==> src/rtl/clkgate_en_ctrl_pkg.sv <==
// clkgate_pkg: shared types and constants for the clock-gate enable controller.
// Holds the FSM state encoding, default parameter values and the width of the
// shared wake/hold down-counter.
package clkgate_pkg;

  typedef enum logic [1:0] {
    OFF  = 2'd0,
    WAKE = 2'd1,
    ON   = 2'd2,
    HOLD = 2'd3
  } state_t;

  localparam int WAKE_CYCLES_DEF = 2;
  localparam int IDLE_CYCLES_DEF = 8;
  localparam int CNT_W_DEF       = 16;

  // Both latency parameters top out at 255, so eight bits always suffice.
  localparam int DCNT_W = 8;

endpackage

==> src/rtl/clkgate_en_ctrl_if.sv <==
// clkgate_en_ctrl_if: activity requests in, gating-cell enables out.
// The master side is the gated domain / software; the slave side is the
// controller. GATED_CNT exists only when CLKGATE_EN_CTRL_GATE_STATS_EN is defined.
interface clkgate_en_ctrl_if
  import clkgate_pkg::*;
`ifdef CLKGATE_EN_CTRL_GATE_STATS_EN
  #(parameter int CNT_W = CNT_W_DEF)
`endif
  ();

  logic REQ;
  logic BUSY;
  logic FORCE_ON;
  logic TEST_MODE;
  logic E;
  logic SE;
  logic RDY;
`ifdef CLKGATE_EN_CTRL_GATE_STATS_EN
  logic [CNT_W-1:0] GATED_CNT;
`endif

  modport master (
    output REQ,
    output BUSY,
    output FORCE_ON,
    output TEST_MODE,
`ifdef CLKGATE_EN_CTRL_GATE_STATS_EN
    input  GATED_CNT,
`endif
    input  E,
    input  SE,
    input  RDY
  );

  modport slave (
    input  REQ,
    input  BUSY,
    input  FORCE_ON,
    input  TEST_MODE,
`ifdef CLKGATE_EN_CTRL_GATE_STATS_EN
    output GATED_CNT,
`endif
    output E,
    output SE,
    output RDY
  );

endinterface

==> src/rtl/clkgate_en_ctrl_dcnt.sv <==
// clkgate_dcnt: loadable 8-bit down-counter with a zero flag.
// One instance is shared by the WAKE and HOLD phases, which never overlap.
// Load wins over decrement; decrement at zero is not expected by the caller.
module clkgate_dcnt
  import clkgate_pkg::*;
(
  input  logic              clk,
  input  logic              rst,
  input  logic              load,
  input  logic [DCNT_W-1:0] loadVal,
  input  logic              dec,
  output logic [DCNT_W-1:0] cnt,
  output logic              zero
);

  // Counter register: reset to zero, load a fresh run length, or count down.
  always_ff @(posedge clk) begin
    if (rst) begin
      cnt <= '0;
    end else if (load) begin
      cnt <= loadVal;
    end else if (dec) begin
      cnt <= cnt - DCNT_W'(1);
    end
  end

  assign zero = (cnt == '0);

endmodule

==> src/rtl/clkgate_en_ctrl.sv <==
// clkgate_en_ctrl: drives E and SE of the test-enabled clock-gating cell.
// E rises on activity and RDY follows after WAKE_CYCLES edges; E falls only
// after IDLE_CYCLES consecutive idle samples so short bubbles keep the clock on.
// Optional macro CLKGATE_EN_CTRL_GATE_STATS_EN adds the GATED_CNT statistic.
module clkgate_en_ctrl
  import clkgate_pkg::*;
#(
  parameter int WAKE_CYCLES = WAKE_CYCLES_DEF,
  parameter int IDLE_CYCLES = IDLE_CYCLES_DEF,
  parameter int CNT_W       = CNT_W_DEF
)
(
  input  logic              CK,
  input  logic              RST,
  clkgate_en_ctrl_if.slave  bus
);

  localparam logic [DCNT_W-1:0] WakeLoad = DCNT_W'(WAKE_CYCLES - 1);
  localparam logic [DCNT_W-1:0] IdleLoad = DCNT_W'(IDLE_CYCLES - 1);

  if (WAKE_CYCLES < 1 || WAKE_CYCLES > 255 ||
      IDLE_CYCLES < 2 || IDLE_CYCLES > 255 || CNT_W < 1) begin : gParamCheck
    $error("clkgate_en_ctrl: WAKE_CYCLES, IDLE_CYCLES or CNT_W out of range");
  end

  state_t            state;
  logic              eReg;
  logic              rdyReg;
  logic              act;
  logic              cntLoad;
  logic [DCNT_W-1:0] cntLoadVal;
  logic              cntDec;
  logic [DCNT_W-1:0] cnt;
  logic              cntZero;

  assign act = bus.REQ | bus.BUSY | bus.FORCE_ON;

  // Scan must always be able to run the gated clock, so SE bypasses reset and FSM.
  assign bus.SE  = bus.TEST_MODE;
  assign bus.E   = eReg;
  assign bus.RDY = rdyReg;

  clkgate_dcnt uDcnt (
    .clk     (CK),
    .rst     (RST),
    .load    (cntLoad),
    .loadVal (cntLoadVal),
    .dec     (cntDec),
    .cnt     (cnt),
    .zero    (cntZero)
  );

  // Counter control: load on entry to WAKE/HOLD, count down while the run continues.
  always_comb begin
    cntLoad    = 1'b0;
    cntLoadVal = '0;
    cntDec     = 1'b0;
    case (state)
      OFF: begin
        if (act) begin
          cntLoad    = 1'b1;
          cntLoadVal = WakeLoad;
        end
      end
      WAKE: begin
        if (!cntZero) cntDec = 1'b1;
      end
      ON: begin
        if (!act) begin
          cntLoad    = 1'b1;
          cntLoadVal = IdleLoad;
        end
      end
      HOLD: begin
        if (!act && cnt != DCNT_W'(1)) cntDec = 1'b1;
      end
      default: ;
    endcase
  end

  // Enable FSM with registered E/RDY; RDY is only ever set while E is already set.
  always_ff @(posedge CK) begin
    if (RST) begin
      state  <= OFF;
      eReg   <= 1'b0;
      rdyReg <= 1'b0;
    end else begin
      case (state)
        OFF: begin
          if (act) begin
            state <= WAKE;
            eReg  <= 1'b1;
          end
        end
        WAKE: begin
          if (cntZero) begin
            state  <= ON;
            rdyReg <= 1'b1;
          end
        end
        ON: begin
          if (!act) state <= HOLD;
        end
        HOLD: begin
          if (act) begin
            state <= ON;
          end else if (cnt == DCNT_W'(1)) begin
            state  <= OFF;
            eReg   <= 1'b0;
            rdyReg <= 1'b0;
          end
        end
        default: begin
          state  <= OFF;
          eReg   <= 1'b0;
          rdyReg <= 1'b0;
        end
      endcase
    end
  end

`ifdef CLKGATE_EN_CTRL_GATE_STATS_EN
  logic [CNT_W-1:0] gatedCnt;

  assign bus.GATED_CNT = gatedCnt;

  // Saturating count of edges spent with the gated clock switched off.
  always_ff @(posedge CK) begin
    if (RST) begin
      gatedCnt <= '0;
    end else if (!eReg && gatedCnt != '1) begin
      gatedCnt <= gatedCnt + CNT_W'(1);
    end
  end
`endif

endmodule

==> src/flat_wrapper.sv <==
// flat-port wrapper written by rule: the top's interface ports become plain ports
module clkgate_en_ctrl_flat import clkgate_pkg::*;
#(
  parameter int WAKE_CYCLES = WAKE_CYCLES_DEF,
  parameter int IDLE_CYCLES = IDLE_CYCLES_DEF,
  parameter int CNT_W       = CNT_W_DEF
)
  (CK, RST, bus_REQ, bus_BUSY, bus_FORCE_ON, bus_TEST_MODE, bus_E, bus_SE, bus_RDY);
  clkgate_en_ctrl_if bus_i ();
  input  logic CK;
  input  logic RST;
  input wire logic [$bits(bus_i.REQ)-1:0] bus_REQ;
  input wire logic [$bits(bus_i.BUSY)-1:0] bus_BUSY;
  input wire logic [$bits(bus_i.FORCE_ON)-1:0] bus_FORCE_ON;
  input wire logic [$bits(bus_i.TEST_MODE)-1:0] bus_TEST_MODE;
  output wire logic [$bits(bus_i.E)-1:0] bus_E;
  output wire logic [$bits(bus_i.SE)-1:0] bus_SE;
  output wire logic [$bits(bus_i.RDY)-1:0] bus_RDY;
  assign bus_i.REQ = bus_REQ;
  assign bus_i.BUSY = bus_BUSY;
  assign bus_i.FORCE_ON = bus_FORCE_ON;
  assign bus_i.TEST_MODE = bus_TEST_MODE;
  assign bus_E = bus_i.E;
  assign bus_SE = bus_i.SE;
  assign bus_RDY = bus_i.RDY;
  clkgate_en_ctrl #(.WAKE_CYCLES(WAKE_CYCLES), .IDLE_CYCLES(IDLE_CYCLES), .CNT_W(CNT_W)) u_core (.CK(CK), .RST(RST), .bus(bus_i));
endmodule
==> config.mk <==
export PLATFORM = sky130hd
export DESIGN_NAME = clkgate_en_ctrl_flat
export DESIGN_NICKNAME = d
export VERILOG_FILES = /design/src/rtl/clkgate_en_ctrl_pkg.sv /design/src/rtl/clkgate_en_ctrl_if.sv /design/src/rtl/clkgate_en_ctrl_dcnt.sv /design/src/rtl/clkgate_en_ctrl.sv /design/src/flat_wrapper.sv
export SDC_FILE = /design/constraint.sdc
export NUM_CORES = 1
export LEC_CHECK = 0
export CORE_UTILIZATION = 41
export CTS_CLUSTER_SIZE = 28
export DETAILED_ROUTE_END_ITERATION = 12
export GPL_ROUTABILITY_DRIVEN = 0
export HOLD_SLACK_MARGIN = 0.12
export PLACE_DENSITY = 0.62
export SYNTH_ARGS = -nofsm -noshare
export SYNTH_HDL_FRONTEND = slang
export SYNTH_HIERARCHICAL = 1
export SYNTH_SLANG_ARGS = --single-unit
==> constraint.sdc <==
create_clock -name CK -period 3.3 [get_ports CK]
set_input_delay 0.495 -clock CK [delete_from_list [all_inputs] [get_ports CK]]
set_output_delay 0.495 -clock CK [all_outputs]
set_load 0.03 [all_outputs]
==> results.md, run 1 <==
- The number of nets in the layout is 109.
- The fraction of final layout cells with drive strength greater than 1 is 13.13%.
- The worst hold path belongs to the class flop to flop.
- The number of DRC markers in iteration 0 is 21.
- The startpoint class of the critical path is a flop.
- The register share of total power is 37.6%.
- The beginning of the worst hold path is u_core/bus.RDY.
- In this run the count of I/O pins placed on the die edge is 9.
- The net switching component of the power is 0.0003204 W.
- Prior to clock tree synthesis, the placed netlist has a worst setup slack of 514.5 ps.
- The power density over the cells is 834.0 nW/um^2.
- The leakage component of the power is 0.3031 nW.
- In this run the biggest area consumer among cell types represents 31.84% of the synthesized area.
- The worst-case IR drop observed on VDD is 0.0003427 V.
- The initial core utilization is 43.70%.
- The critical path is of the flop to flop type.
- The mean routed wirelength per cell is 13.67 um.
- Hold repair after CTS inserted 0 buffers.
- The final worst hold slack is 501.7 ps.
- The count of maximum capacitance violations is 0.
- The slew at the pin with the worst max-slew slack is 642.6 ps.
- The via count of the first global-routing pass is 601.
- The library cell appearing most often on the critical path is sky130_fd_sc_hd__nor4b_1.
- Cell internal power was estimated by the tool at 0.0003996 W.
- The maximum achievable frequency is 0.3830 GHz.
- The library cell contributing the largest single delay on the critical path is sky130_fd_sc_hd__nor4b_1.
- In this run, post-CTS repair resized a total of 0 instances.
- The number of pins exceeding their max-slew limit in the final report came to 0.
- The maximum level of the CTS H-tree is 1.
- The total inserted antenna cells is 0.
- The horizontal extent of the die is 44.90 um.
- The startpoint of the lowest-slack register-to-register path is u_core/uDcnt/cnt[2].
- The post-detailed-route via-to-cell ratio is 5.710.
- The signal on the critical path passes through or4_4 > nor4b_1 > nor2_1 > o21a_1 > buf_4 > nor4b_1 > xnor2_1 > a211oi_1.
- The count of buffers inserted at the top-level ports is 6.
- The final-layout fill cell count is 179.
- The share of total power dissipated in the clock network is 12.7%.
- For the worst setup path, the data arrival time is 2800 ps.
- The floorplan has 15 rows.
- The die covers 2016 um^2.
- After synthesis, flip-flops and latches occupy 31.84% of the total area.
- By instance count, the leading cell after synthesis is sky130_fd_sc_hd__dfxtp_1.
- In this run the worst setup path begins at u_core/uDcnt/cnt[2].
- The first-pass GRT wire length is 2801 um.
- The clock net in this run drives a total of 12 sinks.
- The commonest cells after synthesis are sky130_fd_sc_hd__dfxtp_1 (12), sky130_fd_sc_hd__nor2_1 (11), sky130_fd_sc_hd__a21oi_1 (7), sky130_fd_sc_hd__nand2_1 (6).
- The setup TNS after final layout is 0 ps.
- In this run the post-CTS setup repair buffer count came out at 0.
- After clock tree synthesis, the clock-pin slew on the worst setup and hold paths is 70 ps.
- In the global route stage, overall resource usage came out at 19.63%.
- The number of buffers created by CTS is 3.
- The share of flip-flops with an asynchronous set or reset after synthesis is 0%.
- The relative slew slack is 56.55%.
- The sequential cells in the finished layout cover a total of 240.2 um^2.
- The area of the placeable core is 1727 um^2.
- The final count of negative-setup-slack endpoints is 0.
- The critical path endpoint category is a flop.
- The buffers plus inverters on the worst setup path is 1.
- The largest driver fanout on the critical path is 9.
- The floorplan step set the die height to 44.90 um.
- The root cell of the clock tree is sky130_fd_sc_hd__clkbuf_4.
- The detailed placement HPWL is 1216 um.
- The count of endpoints failing hold in the final timing report is 0.
- Yosys attributes the largest share of cell area to sky130_fd_sc_hd__dfxtp_1 (32%), sky130_fd_sc_hd__a311oi_1 (5.8%), sky130_fd_sc_hd__nor2_1 (5.5%).
- The warning count from the yosys run is 6.
- After synthesis the cells add up to 754.5 um^2.
- Clock latency on the worst-skew pair, taken at its later pin, is 270 ps.
- Across all setup checks in the final design, the least slack found is 689.3 ps.
- The mean cell area of the mapped netlist is 8.383 um^2.
- The shortest clock period the worst path allows after layout is 2611 ps.
- The CTS tree is done.
- The multi-input combinational cells in the finished layout cover a total of 483.0 um^2.
- The count of cell types in the netlist is 40.
- The initial antenna violation count came to 0.
- After global routing the overflow that remains totals 0.
- The final wirelength is 1695 um.
- The deepest clock path buffer count is 2.
- Across the routed clock network, the largest skew measured is 1.297 ps.
- The post-detailed-route DRC marker count is 0.
- The combinational share of power is 49.7%.
- The first detailed-routing pass took 4 iterations.
- The number of vias after detailed routing is 708.
- Setup repair after global routing left no endpoint under its margin.
- On the worst path, the slowest cell contributes a delay of 610 ps.
- The count of mapped cells out of synthesis is 90.
- The switching power share of the total is 44.50%.
- Data on the critical path is required at its endpoint by 3490 ps.
- The flow ran to the end, and the final reports show no timing, DRC or antenna violations.
- Synthesis inferred 12 register bits.
- The detail route stage leaves a number of antenna-violating nets equal to 0.
- Yosys mapped a number of flops with a built-in enable equal to 0.
- The kind of cell adding the most delay to the critical path is simple AND/OR/NAND/NOR gates.
- Entering global routing, the biggest net connects 15 pins.
- The end-of-flow core utilization is 50.00%.
- Relative to the synthesized area, the layout overhead comes to 14.43%.
- The final cycle utilization of the critical path is 79.11%.
- Of all cell types, the one taking the most synthesized area is sky130_fd_sc_hd__dfxtp_1.
- The most used flip-flop cell after synthesis is sky130_fd_sc_hd__dfxtp_1.
metrics by stage:
stage           power, W  cells  instance area, um^2
2_1_floorplan  0.0005384     94                769.5
3_3_place_gp   0.0006168    121                840.8
3_5_place_dp   0.0006238    121                840.8
4_1_cts        0.0007177    124                863.3
5_1_grt        0.0007760    124                863.3
6_report       0.0007200    124                863.3
cell type report:
cell class / instances / share of cell area, %
flip-flops and latches: 12 / 27.83
clock buffers: 3 / 2.609
well taps: 25 / 3.623
multi-input cells: 72 / 55.94
inverters: 5 / 2.174
repair buffers: 7 / 7.826
kinds of logic (layout without fill, tap and decap cells):
| kind of cell | after synthesis | count (layout) | share of synthesized area, % |
|---|---|---|---|
| simple gates | 36 | 36 | 30.35 |
| other cells | 1 | 5 | 0.4970 |
| buf+inv | 10 | 15 | 6.134 |
| fa+ha+maj | 2 | 2 | 3.316 |
| xor+xnor | 3 | 3 | 3.483 |
| flops | 12 | 12 | 31.84 |
| compound gates | 26 | 26 | 24.38 |
registers in the layout, summed over array words and instances, names as in the netlist:
signal,cells
u_core/bus.RDY,1
u_core/uDcnt/cnt,8
u_core/state,2
u_core/bus.E,1
placed cells by master (no fill, tap or decap), types with 2 or more instances in the layout:
cell type                         synthesis  layout
sky130_fd_sc_hd__or3_1                    2       2
sky130_fd_sc_hd__clkdlybuf4s50_1          0       6
sky130_fd_sc_hd__nor2_1                  11      11
sky130_fd_sc_hd__ha_1                     2       2
sky130_fd_sc_hd__o21a_1                   2       2
sky130_fd_sc_hd__nand2_1                  6       6
sky130_fd_sc_hd__inv_1                    5       5
sky130_fd_sc_hd__a21oi_1                  7       7
sky130_fd_sc_hd__xor2_1                   2       2
sky130_fd_sc_hd__nor4b_1                  2       2
sky130_fd_sc_hd__clkbuf_4                 0       3
sky130_fd_sc_hd__a211oi_1                 3       3
sky130_fd_sc_hd__nor3_1                   2       2
sky130_fd_sc_hd__a311oi_1                 5       5
sky130_fd_sc_hd__conb_1                   1       5
sky130_fd_sc_hd__dfxtp_1                 12      12
sky130_fd_sc_hd__a31oi_1                  2       2
tightest hold or removal path, cell delays in order, from the launching register on:
cell and delay, ps:
sky130_fd_sc_hd__dfxtp_1 310, sky130_fd_sc_hd__nor2_1 90, sky130_fd_sc_hd__a311oi_1 50
final timing paths:
kind	endpoint	slack [ps]	depth (start not counted)
min	u_core/bus.RDY	500	2
max	u_core/uDcnt/cnt[3]	690	8
min reg2reg	u_core/bus.RDY	500	2
max reg2reg	u_core/uDcnt/cnt[3]	690	8
power groups by stage:
stage | logic [W] | registers, W | clock network [W]
4_1_cts | 0.000353 | 0.000270 | 0.0000945
3_5_place_dp | 0.000350 | 0.000274 | 0
6_report | 0.000358 | 0.000271 | 0.0000913
2_1_floorplan | 0.000281 | 0.000257 | 0
3_3_place_gp | 0.000345 | 0.000272 | 0
5_1_grt | 0.000394 | 0.000279 | 0.000102
routing by layer:
layer	GRT usage (%)	up-vias	part of all wire, %
met2	28.53	12	46
met5	0	-	0
met3	4.800	2	2.2
met1	28.01	339	51
met4	7.273	0	0.83
li1	-	355	-
Power figures use the tool's default switching activity.
==> run 2, diff against run 1 <==
==> constraint.sdc (replaced) <==
create_clock -name CK -period 2.7 [get_ports CK]
set_input_delay 0.405 -clock CK [delete_from_list [all_inputs] [get_ports CK]]
set_output_delay 0.405 -clock CK [all_outputs]
set_load 0.03 [all_outputs]
==> run 2 against run 1 <==
  * Final cell count up 6.5%
  * Register-to-register slack worse by 380 ps
  * Hold slack improved by 11 ps
  * Maximum frequency up 9.1%
  * Critical path type unchanged
  * Largest power group unchanged
==> results.md, run 2 (synthesis results as in run 1) <==
- The flow ran to the end, and the final reports show no timing, DRC or antenna violations.
- The horizontal extent of the die is 44.90 um (unchanged).
- Setup repair after global routing left no endpoint under its margin.
- The critical setup path kind is flop to flop.
- The deepest clock path buffer count is 2 (unchanged).
- The class of the tightest hold or removal check is flop to flop.
- The number of nets in the layout is 116 (+6.4%).
- The initial antenna violation count came to 0 (unchanged).
- The number of vias after detailed routing came to 709 (+0.14%).
- The clock skew is 3.318 ps (+2.021 ps).
- The number of DRC markers in iteration 0 was 7 (-67%).
- The stage delay of the slowest cell on the critical path is 580 ps (-30 ps).
- The post-cts resize count is 0 (unchanged).
- The number of placement rows was 15 (unchanged).
- The number of hold-repair buffers added at the cts stage is 0 (unchanged).
- The storage element area came to 240.2 um^2 (unchanged).
- The final cycle utilization of the critical path is 88.60% (+9.5 points).
- The register clock-pin slew on the reported worst setup and hold paths is 80 ps (about the same).
- The count of maximum capacitance violations is 0 (unchanged).
- The count of buffers inserted at the top-level ports is 6 (unchanged).
- The largest registers in the layout are u_core/uDcnt/cnt x8, u_core/state x2.
- The total area of multi-input combinational cells was 483.0 um^2 (unchanged).
- The area of the placeable core is 1727 um^2 (unchanged).
- The total inserted antenna cells came to 0 (unchanged).
- The top cell types in the final layout, fill and taps aside, are sky130_fd_sc_hd__dfxtp_1 (12), sky130_fd_sc_hd__nor2_1 (11), sky130_fd_sc_hd__buf_4 (8), sky130_fd_sc_hd__a21oi_1 (7).
- The I/O pin total is 9 (unchanged).
- The maximum number of pins on one net before global-route repair is 14 (-1).
- The maximum achievable frequency is 0.4180 GHz (+9.1%).
- The setup TNS after final layout is 0 ps (unchanged).
- The count of endpoints failing hold in the final timing report is 0 (unchanged).
- The maximum level of the CTS H-tree is 1 (unchanged).
- The shortest clock period the worst path allows after layout came to 2392 ps (-218.7 ps).
- The register with the most flip-flops is u_core/uDcnt/cnt.
- The mean routed wirelength per cell is 13.12 um (-4.0%).
- The final wirelength is 1732 um (+2.2%).
- The number of buffers created by CTS is 3 (unchanged).
- The relative slew slack is 65.96% (+9.4 points).
- On the critical path, the stage with the largest delay is an instance of sky130_fd_sc_hd__or4_4.
- The cell sitting at the root of the clock tree is a sky130_fd_sc_hd__clkbuf_4.
- The leakage component of the power is 0.3443 nW (+14%).
- The later-pin clock latency in the skew report came to 280 ps (about the same).
- The post-detailed-route via-to-cell ratio was 5.371 (-5.9%).
- The number of search-and-repair iterations in the first detailed-routing pass was 2 (-2).
- The via count of the first global-routing pass is 653 (+8.7%).
- The post-detailed-route DRC marker count is 0 (unchanged).
- STA classifies the critical path endpoint as a flop.
- The buffers plus inverters on the worst setup path is 1 (unchanged).
- The number of pins exceeding their max-slew limit in the final report was 0 (unchanged).
- The layout overhead on the synthesized area is 23.22%.
- The power density over the cells is 1053 nW/um^2 (+26%).
- The CTS tree is done.
- The global router's overall resource usage is 20.17% (+0.53 points).
- The final-layout fill cell count is 191 (+6.7%).
- The floorplan die area is 2016 um^2 (unchanged).
- The total overflow reported by the global router is 0 (unchanged).
- The kind of cell adding the most delay to the critical path is simple AND/OR/NAND/NOR gates.
- The clock sink count is 12 (unchanged).
- The most numerous cell type found on the critical path is sky130_fd_sc_hd__nor4b_1.
- The data required time of the worst path was 2900 ps (-590 ps).
- The arrival time at the worst endpoint came to 2590 ps (-210 ps).
- The fraction of final layout cells with drive strength greater than 1 is 19.63% (+6.5 points).
- The post-layout total power is 0.0009787 W (+36%).
- The startpoint class of the critical path is a flop.
- The worst voltage drop across the vdd grid is 0.0006463 V (+89%).
- The largest driver fanout on the critical path came to 6 (-3).
- The antenna violation net count after detailed routing is 0 (unchanged).
- The final count of negative-setup-slack endpoints is 0 (unchanged).
- The die height is 44.90 um (unchanged).
- The most common library cell in the layout ignoring fill and taps is sky130_fd_sc_hd__dfxtp_1.
- The first-pass GRT wire length is 2898 um (+3.5%).
- The initial core utilization is 43.70% (unchanged).
- The slew at the pin with the worst max-slew slack came to 510.7 ps (-132.0 ps).
- The flip-flop count of the largest register, all copies and words added is 8 (unchanged).
- The critical path goes through or4_4 > nor4b_1 > nor2_1 > o21a_1 > buf_4 > nor4b_1 > xnor2_1 > a211oi_1.
- The post-CTS setup buffer count is 0 (unchanged).
- The detailed placement HPWL came to 1292 um (+6.2%).
[run 2: cell count changes in the layout (fill, tap and decap cells not counted), sizes merged]
| cell | delta |
|---|---|
| buf | +7 |
| clkbuf | +1 |
[run 2: path summary, 6_finish.rpt]
check,to,slack [ps],start,cells after the start
hold reg to reg,u_core/bus.RDY,510,u_core/bus.RDY,2
setup / recovery,u_core/uDcnt/cnt[3],310,u_core/uDcnt/cnt[4],8
setup reg to reg,u_core/uDcnt/cnt[3],310,u_core/uDcnt/cnt[4],8
hold / removal,u_core/bus.RDY,510,u_core/bus.RDY,2
[run 2: layout make-up]
class	count	area share [%]
clock buffer	4	3.903
inverter	5	2.019
multi-input combinational	72	51.95
sequential	12	25.84
tap	25	3.365
timing repair buffer	14	12.92
[run 2: worst min-delay path, cell delays in order (launching register included)]
cell,delay (ps)
sky130_fd_sc_hd__dfxtp_1,320
sky130_fd_sc_hd__nor2_1,100
sky130_fd_sc_hd__a311oi_1,50
[run 2: layer usage]
layer | global-route usage [%] | share of wire, % | vias to the layer above
met2 | 36.76 | 49 | 7
met1 | 22.68 | 48 | 330
met5 | 0 | 0 | -
met3 | 7.200 | 3.1 | 0
li1 | - | - | 372
met4 | 3.636 | 0 | 0
[run 2: metrics by stage]
step / hold slack [ps] / instance area [um^2] / std cells / util (%) / worst slack [ps]
3_3_place_gp: 496.2 / 893.4 / 128 / 51.74 / 70.36
3_5_place_dp: 505.3 / 893.4 / 128 / 51.74 / 25.79
4_1_cts: 516.9 / 929.6 / 132 / 53.84 / 299.2
6_report: 512.6 / 929.6 / 132 / 53.84 / 307.9
5_1_grt: 547.9 / 929.6 / 132 / 53.84 / 159.9
2_1_floorplan: 477.1 / 769.5 / 94 / - / 396.7
[run 2: power breakdown]
part / internal (W) / switching [W] / total [W] / leakage, nW
sequential: 0.000236 / 0.0000934 / 0.000330 / 0.0994
clock: 0.0000821 / 0.0000659 / 0.000148 / 0.0210
combinational: 0.000253 / 0.000248 / 0.000501 / 0.224
total: 0.000572 / 0.000407 / 0.000979 / 0.344
==> run 3, diff against run 2 <==
--- a/config.mk
+++ b/config.mk
@@ -5,12 +5,14 @@
 export SDC_FILE = /design/constraint.sdc
 export NUM_CORES = 1
 export LEC_CHECK = 0
+export ABC_AREA = 1
+export CAP_MARGIN = 20
 export CORE_UTILIZATION = 41
 export CTS_CLUSTER_SIZE = 28
 export DETAILED_ROUTE_END_ITERATION = 12
 export GPL_ROUTABILITY_DRIVEN = 0
 export HOLD_SLACK_MARGIN = 0.12
-export PLACE_DENSITY = 0.62
+export PLACE_DENSITY = 0.61
 export SYNTH_ARGS = -nofsm -noshare
 export SYNTH_HDL_FRONTEND = slang
 export SYNTH_HIERARCHICAL = 1
==> run 3 against run 2 <==
  * Clock skew is 2.1 ps lower
  * Sequential share of layout area shrank 1.8 points
  * Die area rose by 14%
  * Sequential power fell by 2%
  * Synthesized area up 14%
  * First-iteration DRC count rose to 3.3 times the previous value
  * Hold slack got worse by 35 ps
  * Maximum frequency grew 27%
  * Register-to-register slack better by 650 ps
  * Synthesized cell count up 56%
  * Via count up 19%
  * Critical endpoint is now u_core/uDcnt/cnt[6]
==> results.md, run 3 <==
- The number of hold-repair buffers added at the cts stage is 0 (unchanged).
- The power density over the cells was 1238 nW/um^2 (+18%).
- The mean routed wirelength per cell is 10.20 um (-22%).
- The final count of negative-setup-slack endpoints is 0 (unchanged).
- The sequential fraction of the synthesis area is 27.83% (-4.0 points).
- The deepest clock path buffer count is 2 (unchanged).
- The number of buffers created by CTS is 3 (unchanged).
- The final worst hold slack is 477.5 ps (-35.05 ps).
- The number of pins exceeding their max-slew limit in the final report is 0 (unchanged).
- The arrival time at the worst endpoint was 2060 ps (-530 ps).
- The number of cell instances on the worst register-to-register path is 11 (+3).
- The final cycle utilization of the critical path came to 69.71% (-19 points).
- The number of nets in the layout is 162 (+40%).
- The count of maximum capacitance violations is 0 (unchanged).
- The count of mapped cells out of synthesis is 140 (+56%).
- The root cell of the clock tree is sky130_fd_sc_hd__clkbuf_4.
- The flow ran to the end, and the final reports show no timing, DRC or antenna violations.
- The setup TNS after final layout came to 0 ps (unchanged).
- The depth of the worst hold-timing path is 2 (unchanged).
- The post-detailed-route DRC marker count came to 0 (unchanged).
- The horizontal extent of the die is 47.89 um (+6.7%).
- The number of register bits inferred by synthesis came to 12 (unchanged).
- The total area of multi-input combinational cells was 499.2 um^2 (+3.4%).
- The area of the placeable core is 1962 um^2 (+14%).
- The warning count from the yosys run came to 6 (unchanged).
- The class of the tightest hold or removal check is flop to flop.
- The share of the synthesized area in the top cell type is 27.83% (-4.0 points).
- The clock sink count is 12 (unchanged).
- The worst voltage drop across the vdd grid came to 0.0005929 V (-8.3%).
- In the synthesized netlist the dominant register cell turns out to be sky130_fd_sc_hd__dfxtp_1.
- The synthesized design spends more area on one cell type than any other, namely sky130_fd_sc_hd__dfxtp_1.
- The final-layout fill cell count came to 220 (+15%).
- The floorplan die area is 2293 um^2 (+14%).
- The later-pin clock latency in the skew report is 290 ps (about the same).
- The count of endpoints failing hold in the final timing report is 0 (unchanged).
- The maximum number of pins on one net before global-route repair came to 9 (-5).
- TritonCTS built the clock tree.
- The most common library cell in the layout ignoring fill and taps is sky130_fd_sc_hd__nand2_1.
- STA classifies the critical path endpoint as a flop.
- The data required time of the worst path came to 2870 ps (-30 ps).
- The mean cell area of the mapped netlist came to 6.167 um^2 (-26%).
- The die height is 47.89 um (+6.7%).
- The storage element area was 240.2 um^2 (unchanged).
- Compared with the post-synthesis result, the final layout area differs by 15.94%.
- The fraction of final layout cells with drive strength greater than 1 is 16.99% (-2.6 points).
- The leakage component of the power is 0.4923 nW (+43%).
- The post-cts resize count came to 0 (unchanged).
- The antenna violation net count after detailed routing is 0 (unchanged).
- The detailed placement HPWL was 1396 um (+8.0%).
- The maximum achievable frequency is 0.5313 GHz (+27%).
- The share of flip-flops with an asynchronous set or reset after synthesis is 0% (unchanged).
- The maximum level of the CTS H-tree was 1 (unchanged).
- The post-detailed-route via-to-cell ratio came to 4.706 (-12%).
- The I/O pin total is 9 (unchanged).
- The worst setup path is launched from an input pin.
- The via count of the first global-routing pass is 658 (+0.77%).
- The register-to-register setup slack is 960 ps (+650 ps).
- Setup repair after global routing left no endpoint under its margin.
- The first-pass GRT wire length is 2891 um (-0.24%).
- The initial antenna violation count is 0 (unchanged).
- The post-CTS setup buffer count is 0 (unchanged).
- The largest registers in the layout are u_core/uDcnt/cnt x8, u_core/state x2.
- The initial core utilization is 44.01% (+0.31 points).
- The clock skew is 1.209 ps (-2.109 ps).
- The count of cell types in the netlist is 24 (-40%).
- The total inserted antenna cells is 0 (unchanged).
- The number of placement rows came to 16 (+1).
- Yosys instantiated no cell more often than sky130_fd_sc_hd__nand2_1.
- Leaving out fill and tap cells, the most frequent cells in the layout are sky130_fd_sc_hd__nand2_1 (30), sky130_fd_sc_hd__inv_1 (25), sky130_fd_sc_hd__nand3_1 (15), sky130_fd_sc_hd__dfxtp_1 (12), sky130_fd_sc_hd__o21ai_1 (9).
- The global router's overall resource usage was 19.06% (-1.1 points).
- The post-synthesis cell area is 863.3 um^2 (+14%).
- Counting instances in the post-synthesis netlist gives the leading cell types as sky130_fd_sc_hd__nand2_1 (30), sky130_fd_sc_hd__inv_1 (25), sky130_fd_sc_hd__nand3_1 (15), sky130_fd_sc_hd__dfxtp_1 (12), sky130_fd_sc_hd__o21ai_1 (9).
- The shortest clock period the worst path allows after layout is 1882 ps (-510.0 ps).
- The number of DRC markers in iteration 0 is 23 (+16).
- The count of buffers inserted at the top-level ports is 6 (unchanged).
- The flip-flop count of the largest register, all copies and words added was 8 (unchanged).
- The number of flops mapped to enable cells by yosys is 0 (unchanged).
- The final wirelength came to 1836 um (+6.0%).
- The total overflow reported by the global router is 0 (unchanged).
- The register clock-pin slew on the reported worst setup and hold paths is 80 ps (about the same).
- Ranked by total cell area, the synthesized netlist is headed by sky130_fd_sc_hd__dfxtp_1 (28%), sky130_fd_sc_hd__nand2_1 (13%), sky130_fd_sc_hd__inv_1 (11%).
- The critical setup path kind is input pin to flop.
- The largest driver fanout on the critical path is 8 (+2).
- The number of vias after detailed routing is 847 (+19%).
- The number of search-and-repair iterations in the first detailed-routing pass was 4 (+2).
- The register with the most flip-flops is u_core/uDcnt/cnt.
-- run 3: changes by cell type in the layout (fill, tap and decap cells not counted), sizes merged, moves of 4 or more --
| cell | before | now |
|---|---|---|
| nand3 | 0 | 16 |
| nor2 | 11 | 15 |
| a311oi | 5 | 0 |
| nand2 | 6 | 34 |
| inv | 5 | 32 |
| o21ai | 1 | 11 |
| buf | 8 | 1 |
-- run 3: routing by layer --
| layer | global-route usage (%) | vias up | routed length, um |
|---|---|---|---|
| li1 | - | 458 | - |
| met1 | 27.80 | 358 | 935 |
| met2 | 24.59 | 24 | 731 |
| met3 | 4.528 | 7 | 118 |
| met4 | 11.67 | 0 | 52 |
| met5 | 0 | - | 0 |
-- run 3: report_power, final --
part           internal [W]  switching [W]  leakage (nW)
clock network     0.0000822      0.0000713        0.0210
logic              0.000277       0.000486         0.372
registers          0.000249      0.0000733        0.0991
-- run 3: cell families after synthesis --
family          after synthesis  synth area share, %
xor+xnor                      1                1.015
compound gates               21                14.20
simple gates                 68                37.54
flops                        12                27.83
buf+inv                      35                16.09
fa+ha+maj                     2                2.898
other cells                   1               0.4344
-- run 3: final cells by class --
cell class | instances | share of cell area (%)
clock buffer | 4 | 3.625
inverter | 33 | 12.38
multi-input combinational | 97 | 49.88
sequential | 12 | 24.00
tap | 27 | 3.375
timing repair buffer | 7 | 6.750
-- run 3: path summary, 6_finish.rpt --
kind / from / to
max: bus_BUSY / u_core/uDcnt/cnt[6]
min: u_core/bus.E / u_core/bus.E
max reg2reg: u_core/uDcnt/cnt[0] / u_core/uDcnt/cnt[3]
min reg2reg: u_core/bus.E / u_core/bus.E
-- run 3: worst max-delay path, cell delays in order --
cell and delay, ps:
sky130_fd_sc_hd__clkdlybuf4s50_1 410, sky130_fd_sc_hd__nor2_2 140, sky130_fd_sc_hd__nand2_2 110, sky130_fd_sc_hd__o21ai_1 380, sky130_fd_sc_hd__buf_4 240, sky130_fd_sc_hd__nor2_2 70
sky130_fd_sc_hd__a22oi_1 210, sky130_fd_sc_hd__a21oi_2 80
-- run 3: per-stage QoR --
step / utilization [%] / instances / setup slack, ps / total power (W) / cell area, um^2
after global placement: 49.17 / 176 / 557.7 / 0.001084 / 964.7
after CTS: 51.02 / 180 / 828.5 / 0.001236 / 1001
after floorplan: - / 144 / 1168 / 0.0009280 / 878.3
after detailed placement: 49.17 / 176 / 524.7 / 0.001076 / 964.7
final: 51.02 / 180 / 817.9 / 0.001239 / 1001
after global routing: 51.02 / 180 / 654.7 / 0.001364 / 1001
